<file path="config.mk">
export PLATFORM = sky130hd
export DESIGN_NAME = sram_axi_bridge
export DESIGN_NICKNAME = d
export VERILOG_FILES = /design/src/rtl/sram_axi_pkg.sv /design/src/rtl/bridge_wr_fsm.sv /design/src/rtl/sram_axi_bridge.sv
export SDC_FILE = /design/constraint.sdc
export NUM_CORES = 1
export LEC_CHECK = 0
export CORE_AREA = 2 2 151 153
export DETAILED_ROUTE_END_ITERATION = 10
export DIE_AREA = 0 0 153 155
export GPL_TIMING_DRIVEN = 0
export PLACE_DENSITY = 0.64
export SKIP_LAST_GASP = 1
export SLEW_MARGIN = 40
export SYNTH_ARGS = -nofsm -noshare
export SYNTH_HDL_FRONTEND = slang
export SYNTH_SLANG_ARGS = --single-unit
</file>
<file path="constraint.sdc">
create_clock -name clk -period 1.92 [get_ports clk]
set_clock_uncertainty 0.2 [all_clocks]
set_input_delay 0.288 -clock clk [delete_from_list [all_inputs] [get_ports clk]]
set_output_delay 0.288 -clock clk [all_outputs]
set_load 0.03 [all_outputs]
</file>
<file path="src/rtl/sram_axi_pkg.sv">
// Shared types and AXI constants for the SRAM-to-AXI3 bridge.
// Both the top and the write sequencer import this package.
package sram_axi_pkg;

   typedef enum logic {
      AR_IDLE = 1'b0,
      AR_SEND = 1'b1
   } ar_state_e;

   typedef enum logic [1:0] {
      W_IDLE = 2'd0,
      W_SEND = 2'd1,
      W_RESP = 2'd2
   } w_state_e;

   localparam logic [3:0] INST_ID_DEF = 4'd0;
   localparam logic [3:0] DATA_ID_DEF = 4'd1;
   localparam logic [1:0] BURST_INCR  = 2'b01;
   localparam logic [7:0] LEN_SINGLE  = 8'd0;
   localparam logic [2:0] SIZE_W      = 3'd2;

   function automatic logic [2:0] axi_size(input logic [1:0] sram_size);
      return {1'b0, sram_size};
   endfunction

endpackage

</file>
<file path="src/rtl/bridge_wr_fsm.sv">
// AW/W/B sequencing for data-side stores, plus the compare of the pending
// store address against a fetch address (word granularity).
module bridge_wr_fsm
   import sram_axi_pkg::*;
#(
   parameter logic [3:0] DATA_ID = DATA_ID_DEF
) (
   input  logic        clk,
   input  logic        reset,
   input  logic        i_start,
   input  logic [31:0] i_addr,
   input  logic [1:0]  i_size,
   input  logic [3:0]  i_wstrb,
   input  logic [31:0] i_wdata,
   input  logic [29:0] i_cmp_word,
   input  logic        i_awready,
   input  logic        i_wready,
   input  logic        i_bvalid,
   output logic        o_idle,
   output logic        o_done,
   output logic        o_addr_hit,
   output logic [3:0]  o_awid,
   output logic [31:0] o_awaddr,
   output logic [2:0]  o_awsize,
   output logic        o_awvalid,
   output logic [3:0]  o_wid,
   output logic [31:0] o_wdata,
   output logic [3:0]  o_wstrb,
   output logic        o_wlast,
   output logic        o_wvalid,
   output logic        o_bready,
   output w_state_e    o_state
);

   w_state_e    r_state;
   w_state_e    w_state_next;
   logic        r_aw_pend;
   logic        r_w_pend;
   logic [31:0] r_awaddr;
   logic [2:0]  r_awsize;
   logic [3:0]  r_wstrb;
   logic [31:0] r_wdata;
   logic        w_start;

   assign w_start = i_start && (r_state == W_IDLE);

   always_ff @(posedge clk) begin
      if (reset) begin
         r_state   <= W_IDLE;
         r_aw_pend <= 1'b0;
         r_w_pend  <= 1'b0;
         r_awaddr  <= '0;
         r_awsize  <= SIZE_W;
         r_wstrb   <= '0;
         r_wdata   <= '0;
      end else begin
         r_state <= w_state_next;
         if (w_start) begin
            r_aw_pend <= 1'b1;
            r_w_pend  <= 1'b1;
            r_awaddr  <= i_addr;
            r_awsize  <= axi_size(i_size);
            r_wstrb   <= i_wstrb;
            r_wdata   <= i_wdata;
         end else if (r_state == W_SEND) begin
            // AW and W channels complete independently of each other
            if (i_awready) r_aw_pend <= 1'b0;
            if (i_wready)  r_w_pend  <= 1'b0;
         end
      end
   end

   always_comb begin
      w_state_next = r_state;
      case (r_state)
         W_IDLE: if (w_start) w_state_next = W_SEND;
         W_SEND: if ((!r_aw_pend || i_awready) && (!r_w_pend || i_wready))
                    w_state_next = W_RESP;
         W_RESP: if (i_bvalid) w_state_next = W_IDLE;
         default: w_state_next = W_IDLE;
      endcase
   end

   assign o_idle     = (r_state == W_IDLE);
   assign o_done     = (r_state == W_RESP) && i_bvalid;
   assign o_addr_hit = (r_state != W_IDLE) && (r_awaddr[31:2] == i_cmp_word);
   assign o_awid     = DATA_ID;
   assign o_awaddr   = r_awaddr;
   assign o_awsize   = r_awsize;
   assign o_awvalid  = (r_state == W_SEND) && r_aw_pend;
   assign o_wid      = DATA_ID;
   assign o_wdata    = r_wdata;
   assign o_wstrb    = r_wstrb;
   assign o_wlast    = 1'b1;
   assign o_wvalid   = (r_state == W_SEND) && r_w_pend;
   assign o_bready   = (r_state == W_RESP);
   assign o_state    = r_state;

endmodule

</file>
<file path="src/rtl/sram_axi_bridge.sv">
// Merges the core's instruction and data SRAM-like ports onto one AXI3 master.
// Read arbitration and rid routing live here; stores go through bridge_wr_fsm.
module sram_axi_bridge
   import sram_axi_pkg::*;
#(
   parameter logic [3:0] INST_ID = INST_ID_DEF,
   parameter logic [3:0] DATA_ID = DATA_ID_DEF
) (
   input  logic        clk,
   input  logic        reset,
   input  logic        i_inst_sram_req,
   input  logic [1:0]  i_inst_sram_size,
   input  logic [31:0] i_inst_sram_addr,
   output logic        o_inst_sram_addr_ok,
   output logic        o_inst_sram_data_ok,
   output logic [31:0] o_inst_sram_rdata,
   input  logic        i_data_sram_req,
   input  logic        i_data_sram_wr,
   input  logic [1:0]  i_data_sram_size,
   input  logic [3:0]  i_data_sram_wstrb,
   input  logic [31:0] i_data_sram_addr,
   input  logic [31:0] i_data_sram_wdata,
   output logic        o_data_sram_addr_ok,
   output logic        o_data_sram_data_ok,
   output logic [31:0] o_data_sram_rdata,
   output logic [3:0]  o_arid,
   output logic [31:0] o_araddr,
   output logic [7:0]  o_arlen,
   output logic [2:0]  o_arsize,
   output logic [1:0]  o_arburst,
   output logic [1:0]  o_arlock,
   output logic [3:0]  o_arcache,
   output logic [2:0]  o_arprot,
   output logic        o_arvalid,
   input  logic        i_arready,
   input  logic [3:0]  i_rid,
   input  logic [31:0] i_rdata,
   input  logic [1:0]  i_rresp,
   input  logic        i_rlast,
   input  logic        i_rvalid,
   output logic        o_rready,
   output logic [3:0]  o_awid,
   output logic [31:0] o_awaddr,
   output logic [7:0]  o_awlen,
   output logic [2:0]  o_awsize,
   output logic [1:0]  o_awburst,
   output logic [1:0]  o_awlock,
   output logic [3:0]  o_awcache,
   output logic [2:0]  o_awprot,
   output logic        o_awvalid,
   input  logic        i_awready,
   output logic [3:0]  o_wid,
   output logic [31:0] o_wdata,
   output logic [3:0]  o_wstrb,
   output logic        o_wlast,
   output logic        o_wvalid,
   input  logic        i_wready,
   input  logic [3:0]  i_bid,
   input  logic [1:0]  i_bresp,
   input  logic        i_bvalid,
   output logic        o_bready,
   output ar_state_e   o_dbg_ar_state,
   output w_state_e    o_dbg_w_state
);

   ar_state_e   r_ar_state;
   ar_state_e   w_ar_next;
   logic [3:0]  r_arid;
   logic [31:0] r_araddr;
   logic [2:0]  r_arsize;
   logic        r_inst_busy;
   logic        r_data_busy;

   logic        w_wr_idle;
   logic        w_wr_done;
   logic        w_addr_hit;
   logic        w_ar_free;
   logic        w_data_rd_ok;
   logic        w_data_wr_ok;
   logic        w_inst_ok;
   logic        w_r_fire;
   logic        w_inst_ret;
   logic        w_data_ret;
   logic        w_unused;

   assign w_unused = ^{i_rresp, i_rlast, i_bid, i_bresp, i_inst_sram_addr[1:0]};

   assign w_ar_free    = (r_ar_state == AR_IDLE);
   assign w_data_rd_ok = i_data_sram_req && !i_data_sram_wr && w_ar_free
                         && !r_data_busy && w_wr_idle;
   assign w_data_wr_ok = i_data_sram_req && i_data_sram_wr && w_wr_idle && !r_data_busy;
   // A fetch loses AR to a data read granted this cycle, and must not overtake
   // an in-flight store to the same word.
   assign w_inst_ok    = i_inst_sram_req && w_ar_free && !r_inst_busy
                         && !w_data_rd_ok && !w_addr_hit;

   assign o_inst_sram_addr_ok = w_inst_ok;
   assign o_data_sram_addr_ok = w_data_rd_ok || w_data_wr_ok;

   assign o_rready   = !reset;
   assign w_r_fire   = i_rvalid && o_rready;
   assign w_inst_ret = w_r_fire && (i_rid == INST_ID);
   assign w_data_ret = w_r_fire && (i_rid == DATA_ID);

   assign o_inst_sram_data_ok = w_inst_ret;
   assign o_inst_sram_rdata   = i_rdata;
   assign o_data_sram_data_ok = w_data_ret || w_wr_done;
   assign o_data_sram_rdata   = i_rdata;

   always_comb begin
      w_ar_next = r_ar_state;
      case (r_ar_state)
         AR_IDLE: if (w_data_rd_ok || w_inst_ok) w_ar_next = AR_SEND;
         AR_SEND: if (i_arready) w_ar_next = AR_IDLE;
         default: w_ar_next = AR_IDLE;
      endcase
   end

   always_ff @(posedge clk) begin
      if (reset) begin
         r_ar_state  <= AR_IDLE;
         r_arid      <= '0;
         r_araddr    <= '0;
         r_arsize    <= SIZE_W;
         r_inst_busy <= 1'b0;
         r_data_busy <= 1'b0;
      end else begin
         r_ar_state <= w_ar_next;
         if (w_data_rd_ok) begin
            r_arid   <= DATA_ID;
            r_araddr <= i_data_sram_addr;
            r_arsize <= axi_size(i_data_sram_size);
         end else if (w_inst_ok) begin
            r_arid   <= INST_ID;
            r_araddr <= i_inst_sram_addr;
            r_arsize <= axi_size(i_inst_sram_size);
         end
         // A new accept in the same cycle as a return keeps the slot busy
         if (w_inst_ok)
            r_inst_busy <= 1'b1;
         else if (w_inst_ret)
            r_inst_busy <= 1'b0;
         if (w_data_rd_ok || w_data_wr_ok)
            r_data_busy <= 1'b1;
         else if (w_data_ret || w_wr_done)
            r_data_busy <= 1'b0;
      end
   end

   assign o_arid    = r_arid;
   assign o_araddr  = r_araddr;
   assign o_arsize  = r_arsize;
   assign o_arlen   = LEN_SINGLE;
   assign o_arburst = BURST_INCR;
   assign o_arlock  = 2'd0;
   assign o_arcache = 4'd0;
   assign o_arprot  = 3'd0;
   assign o_arvalid = (r_ar_state == AR_SEND);

   assign o_awlen   = LEN_SINGLE;
   assign o_awburst = BURST_INCR;
   assign o_awlock  = 2'd0;
   assign o_awcache = 4'd0;
   assign o_awprot  = 3'd0;

   assign o_dbg_ar_state = r_ar_state;

   bridge_wr_fsm #(
      .DATA_ID (DATA_ID)
   ) u_wr_fsm (
      .clk        (clk),
      .reset      (reset),
      .i_start    (w_data_wr_ok),
      .i_addr     (i_data_sram_addr),
      .i_size     (i_data_sram_size),
      .i_wstrb    (i_data_sram_wstrb),
      .i_wdata    (i_data_sram_wdata),
      .i_cmp_word (i_inst_sram_addr[31:2]),
      .i_awready  (i_awready),
      .i_wready   (i_wready),
      .i_bvalid   (i_bvalid),
      .o_idle     (w_wr_idle),
      .o_done     (w_wr_done),
      .o_addr_hit (w_addr_hit),
      .o_awid     (o_awid),
      .o_awaddr   (o_awaddr),
      .o_awsize   (o_awsize),
      .o_awvalid  (o_awvalid),
      .o_wid      (o_wid),
      .o_wdata    (o_wdata),
      .o_wstrb    (o_wstrb),
      .o_wlast    (o_wlast),
      .o_wvalid   (o_wvalid),
      .o_bready   (o_bready),
      .o_state    (o_dbg_w_state)
   );

endmodule

</file>
==> Yosys cells after proc, flatten, opt, wreduce, memory -nomap -nowiden <==
Index checks and enable logic that the tools add are counted.
{ "word_totals": {"reg_bits": 112, "latchBits": 0, "ram_bits": 0, "rom_bits": 0, "input_bits": 159, "out_inout_bits": 233, "mem_count": 0} }
{ "op_classes": {"n_addsub": 0, "n_mul": 0, "n_div": 0, "magnitude_cmp": 0, "eq_ne": 7, "n_shift": 0, "mux": 23, "bitwise": 1, "n_reduce_logical": 45} }
{ "ops": {"columns": ["op", "count"], "rows": [
  ["2-to-1 mux 32 bit", 2],
  ["== test 30 bit", 1],
  ["logical AND 1 bit", 20],
  ["2-to-1 mux 1 bit", 14],
  ["nonzero test 2 bit", 7],
  ["2-to-1 mux 2 bit", 5],
  ["logical NOT 1 bit", 8],
  ["one-hot mux 2 bit (3 select lines)", 1],
  ["logical OR 1 bit", 5],
  ["== test 4 x 1 -> 1 bit, second input constant", 1],
  ["logical NOT 4 bit", 1],
  ["inequality test 2 x 1 -> 1 bit, second input constant", 2],
  ["AND reduction 2 bit", 2],
  ["AND reduction 3 bit", 1],
  ["== test 2 x 1 -> 1 bit, second input constant", 1],
  ["== test 2 bit, second input constant", 1],
  ["logical NOT 2 bit", 1],
  ["inequality test 2 bit, second input constant", 1],
  ["one-hot mux 1 bit (2 select lines)", 1],
  ["NOT 1 bit", 1]
]} }

==> Depth between registers and ports, before layout <==
{ "depth": {"word_depth": 11, "ltp_mapped": 8, "mapped_depth_nobuf": 6} }

==> Modules after synthesis <==
Synthesis repeated with hierarchy kept, for this count alone.
{ "unflattened": {"hier_cells": 711, "area_unflattened_um2": 5723.0} }
{ "by_module_without_submodules": {"columns": ["mod", "n_inst", "cells_each", "area_each_um2", "seq_area_each_um2"], "rows": [
  ["bridge_wr_fsm", 1, 383, 3060.4, 1481.4],
  ["sram_axi_bridge", 1, 328, 2662.6, 760.7]
]} }

==> Worst setup path after synthesis <==
OpenSTA, ideal clock, no wires.
{ "synth_timing": {"path_type": "register to output", "startpoint": "reg u_wr_fsm.r_awaddr[5], in the netlist u_wr_fsm.o_awaddr[5]", "endpoint": "out o_inst_sram_addr_ok", "t_arrival_ps": 1711, "required_ps": 1432, "path_slack_ps": -279, "path_stages_with_launch": 8, "path_buffers": 2, "path_cell_list": "dfxtp_1 -> xor2_1 -> nor4_1 -> nand4_1 -> o211ai_2 -> buf_6 -> buf_12 -> nor2b_1"} }
{ "synth_between": {"elab_chain_len": 4} }
{ "synth_rtl": {"columns": ["item", "line_no", "text"], "rows": [
  ["start: declaration", "bridge_wr_fsm.sv:39", "logic [31:0] r_awaddr;"],
  ["start signal: assignment", "bridge_wr_fsm.sv:61", "r_awaddr <= i_addr;"],
  ["== test 30 bit", "bridge_wr_fsm.sv:86", "assign o_addr_hit = (r_state != W_IDLE) && (r_awaddr[31:2] == i_cmp_word);"],
  ["logical AND 1 bit", "bridge_wr_fsm.sv:86", null],
  ["logical NOT 1 bit", "sram_axi_bridge.sv:95", "&& !w_data_rd_ok && !w_addr_hit;"],
  ["logical AND 1 bit", "sram_axi_bridge.sv:95", null],
  ["end: declaration", "sram_axi_bridge.sv:14", "output logic o_inst_sram_addr_ok,"]
]} }
No other way between the ends.

==> Worst setup path after layout <==
{ "layout_timing": {"startpoint": "in i_inst_sram_addr[24]", "endpoint": "out o_inst_sram_addr_ok"} }
{ "layout_between": {"elab_chain_len": 4} }
{ "layout_rtl": {"columns": ["item", "line_no", "text"], "rows": [
  ["start: declaration", "sram_axi_bridge.sv:13", "input logic [31:0] i_inst_sram_addr,"],
  ["== test 30 bit", "bridge_wr_fsm.sv:86", null],
  ["logical AND 1 bit", "bridge_wr_fsm.sv:86", null],
  ["logical NOT 1 bit", "sram_axi_bridge.sv:95", null],
  ["logical AND 1 bit", "sram_axi_bridge.sv:95", null]
]} }
No other way between the ends.

==> results summary <==
The height of the die is 155 um. The die is 153 um wide. The count of state elements after synthesis came out at 112. Along the worst path, the maximum fanout reaches 2. Setup total negative slack on the finished layout was measured at -19.17 ns.

The post-layout worst setup margin came out at -0.632 ns. Clock-pin slew was measured on the worst setup and hold paths at 0.08 ns. The final clock period utilization by the worst path is 133%.

The hold-fix buffer count after cts came out at 0. By area the synthesized netlist is led by sky130_fd_sc_hd__dfxtp_1 (41%), sky130_fd_sc_hd__buf_4 (16%), sky130_fd_sc_hd__nand2_1 (12%), sky130_fd_sc_hd__a21oi_1 (6.8%), sky130_fd_sc_hd__mux2i_1 (6.0%). The layout net count came out at 1207. The iteration count of the initial detailed-routing pass is 4. Setup repair after global routing could not meet its margin everywhere. The cell count after synthesis came out at 659. Pin placement for this block handled 392 I/O pins. The number of vias per cell after detailed routing is 4.17. The final HPWL from detailed placement is 16.5 mm. The post-route antenna net violation count came out at 0. The area fraction of the dominant cell type after synthesis came out at 40.8%.

The initial core utilization is 24.7%. At the end of routability-driven placement, the weighted congestion stood at 0.761. Net switching is 33.0% of the power. The total standard cell area after synthesis is 0.00549 sq mm. The combinational fraction of design power came out at 36.0%. The largest net degree at the start of global routing is 19. The register share of total power came out at 35.4%.

The aggregate global routing overflow is 0. The number of distinct standard cells referenced by the synthesized netlist is 35. The clock net in this run drives a total of 112 sinks.

OpenSTA, run right after detailed placement, puts the worst setup slack at -1.35 ns. The checks that failed: negative setup slack. The repair_antennas step left the layout with diodes totalling 0.

The floorplan core area is 0.0222 sq mm. The worst hold path belongs to the class input pin to register. Buffers inserted during clock tree synthesis total 9. The violation count after the first detailed-routing iteration came out at 192.

The count of final hold-check violations came out at 0. The setup slack of the most critical reg-to-reg path is -0.54 ns. The worst setup path category is input pin to output port. The clock latency on the worst-skew pair is 0.35 ns. The post-detailed-route DRC marker count came out at 0. The first global-routing pass estimated 31.5 mm of wire. The worst hold endpoint is o_araddr[11]. The detailed router placed 5581 vias in this run.

The total die area came out at 0.0237 sq mm. STA classifies the critical path endpoint as an output port. The TritonCTS clock tree is built.

The startpoint identified for the worst hold timing path is i_inst_sram_addr[11]. During synthesis, Yosys emitted a total of 0 warnings. The signed area change from the synthesized netlist to the final layout came out at 91.0%. In this run the tightest slew margin relative to its limit is 56.8%. The initialized floorplan defines 55 standard-cell rows.

IR analysis of the VDD net gives a maximum drop of 0.000463 V. CTS placed an instance of sky130_fd_sc_hd__clkbuf_16 at the clock tree root. In this run the critical register-to-register path is launched from u_wr_fsm.o_awaddr[15]. The startpoint kind of the worst setup timing path is an input pin.

The number of slew-limit violations in the final report came to 0. The routed length per instance came out at 16.2 um. The power share of the clock group came out at 28.6%.

Based on the critical path, the design can be clocked at up to 392 MHz. The tool flagged a number of max-cap violations equal to 0. The average cell area after synthesis is 8.33 sq um.

For the worst setup path, the data required time is 1.43 ns. The slew of the pin with the lowest slew margin is 0.648 ns. The number of cells on the worst reg-to-reg path came out at 11. sky130_fd_sc_hd__dfxtp_1 takes more of the synthesized area than any other cell. The ratio of total power to cell area is 707 mW/mm^2.

The clock tree synthesis step divided the H-tree into 3 levels. The switching component of the power is 2.45 mW. For this design the static power due to leakage is 4.96 nW. The routed design could run at a clock period as short as 2.55 ns. The layout cell share with drive strength beyond 1 is 29.3%. The hold path depth is 3. The internal power came out at 4.97 mW. The reg-to-reg endpoint is o_araddr[16]. The number of port buffers came out at 297.

The number of endpoints failing setup at the final stage is 40. The sequential-to-total area share from yosys stat is 40.8%. The number of global-route vias before repair is 5547. The overall fraction of global-route tracks in use came out at 17.3%. The maximum count of clock buffers along a single path is 2.

The run finished, with violations left. The number of antenna violations at the first check in global routing is 0. The data arrival time of the critical path is 2.06 ns. The detailed-route wire length came out at 21.6 mm.
==> layer usage <==
metal	global-route usage [%]	up-vias	wire length (um)
met3	5.01	15	1500
met2	31.8	230	11300
li1	-	2750	-
met5	0	-	0
met1	19.8	2586	8660
met4	4.14	0	199
==> timing repair <==
| action | CTS | global route |
|---|---|---|
| cloned | 3 | 3 |
| endpoints found under the setup margin | 127 | 148 |
| pin swaps | 21 | 13 |
| resized for setup | 151 | 132 |
| buffers inserted | 27 | 10 |
| endpoints found under the hold margin | 0 | 0 |
==> cell usage in the layout, fill, tap and decap left out, drive strengths merged, types with 2 or more instances in the layout <==
master	n
nor2	6
bufinv	2
o211ai	2
dlymetal6s2s	40
nor2b	3
nor3	2
clkdlybuf4s50	222
dfxtp	112
inv	9
xor2	30
buf	174
dlygate4sd2	28
a21oi	75
nand2	180
o21ai	33
mux2i	33
conb	52
clkinv	2
nand4	2
clkbuf	25
nor4	8
==> worst max-delay path, cell delays in order <==
cell and delay [ns]:
sky130_fd_sc_hd__clkdlybuf4s50_1 0.48, sky130_fd_sc_hd__xor2_1 0.17, sky130_fd_sc_hd__nor4_1 0.29, sky130_fd_sc_hd__nand4_1 0.18
sky130_fd_sc_hd__o211ai_2 0.24, sky130_fd_sc_hd__buf_8 0.14, sky130_fd_sc_hd__buf_12 0.11, sky130_fd_sc_hd__nor2b_4 0.04
sky130_fd_sc_hd__buf_6 0.13
==> per-stage QoR <==
| stage | hold slack, ns | power [mW] | util (%) | cells | instance area (sq um) |
|---|---|---|---|---|---|
| finish | 0.0868 | 7.42 | 47.2 | 1338 | 10500 |
| global route | 0.0886 | 7.73 | 47.2 | 1338 | 10500 |
| CTS | 0.161 | 7.38 | 45.3 | 1335 | 10100 |
| detailed placement | 0.248 | 4.96 | 40.8 | 1291 | 9070 |
| global placement | 0.240 | 4.94 | 40.8 | 1291 | 9070 |
| floorplan | 0.201 | 3.99 | - | 709 | 5750 |
==> cell families after synthesis <==
logic type,after synthesis,share of synthesized area [%]
other,2,0.137
buffers and inverters,159,20.0
AOI/OAI and AO/OA,116,12.9
DFF,112,40.8
muxes,34,6.22
and+or+nand+nor,206,15.1
xor gates and xnor gates,30,4.78
==> synth_stat cells, drive strengths merged <==
cell / n
nand2: 180
buf: 127
dfxtp: 112
a21oi: 75
mux2i: 33
o21ai: 33
xor2: 30
clkbuf: 24
inv: 8
nor4: 8
nor2: 6
nor2b: 3
conb: 2
nand4: 2
nor3: 2
o211ai: 2
a22oi: 1
a2bb2oi: 1
a31o: 1
a31oi: 1
mux2: 1
nand2b: 1
nand3b: 1
nor3b: 1
o22a: 1
o32ai: 1
or2: 1
or3: 1
==> power by group through the flow <==
stage | Combinational (mW) | Sequential (mW) | Clock (mW)
after floorplan | 1.02 | 2.97 | 0
after global placement | 2.29 | 2.65 | 0
after detailed placement | 2.30 | 2.66 | 0
after CTS | 2.57 | 2.61 | 2.20
after global routing | 2.81 | 2.65 | 2.28
final | 2.67 | 2.63 | 2.12
==> state kept, by name (all words and copies together) (netlist names), 2 cells and up <==
register / count
o_araddr: 32
u_wr_fsm.o_awaddr: 32
u_wr_fsm.o_wdata: 32
u_wr_fsm.o_wstrb: 4
o_arsize: 2
u_wr_fsm.o_awsize: 2
u_wr_fsm.o_state: 2
==> worst max path at each step <==
| stage | from | to | slack [ns] | cells past startpoint |
|---|---|---|---|---|
| 2_1_floorplan | u_wr_fsm.o_awaddr[7] | o_inst_sram_addr_ok | -0.11 | 7 |
| 3_3_place_gp | i_inst_sram_addr[2] | o_inst_sram_addr_ok | -1.34 | 9 |
| 3_5_place_dp | i_inst_sram_addr[2] | o_inst_sram_addr_ok | -1.35 | 9 |
| 4_1_cts | u_wr_fsm.o_awaddr[27] | o_inst_sram_addr_ok | -0.60 | 8 |
| 5_1_grt | u_wr_fsm.o_awaddr[30] | o_inst_sram_addr_ok | -0.70 | 8 |
| 6_report | i_inst_sram_addr[24] | o_inst_sram_addr_ok | -0.63 | 9 |
==> layout make-up <==
class                      instances  area, sq um
multi-input combinational        438         2760
timing repair buffer             332         3520
clock buffer                      10          239
fill                            2142        11700
clock inverter                     6         90.1
inverter                           8         30.0
sequential                       112         2310
tap                              285          357
buffer                           147         1180
Note: power is estimated with default switching activity, not from simulation.
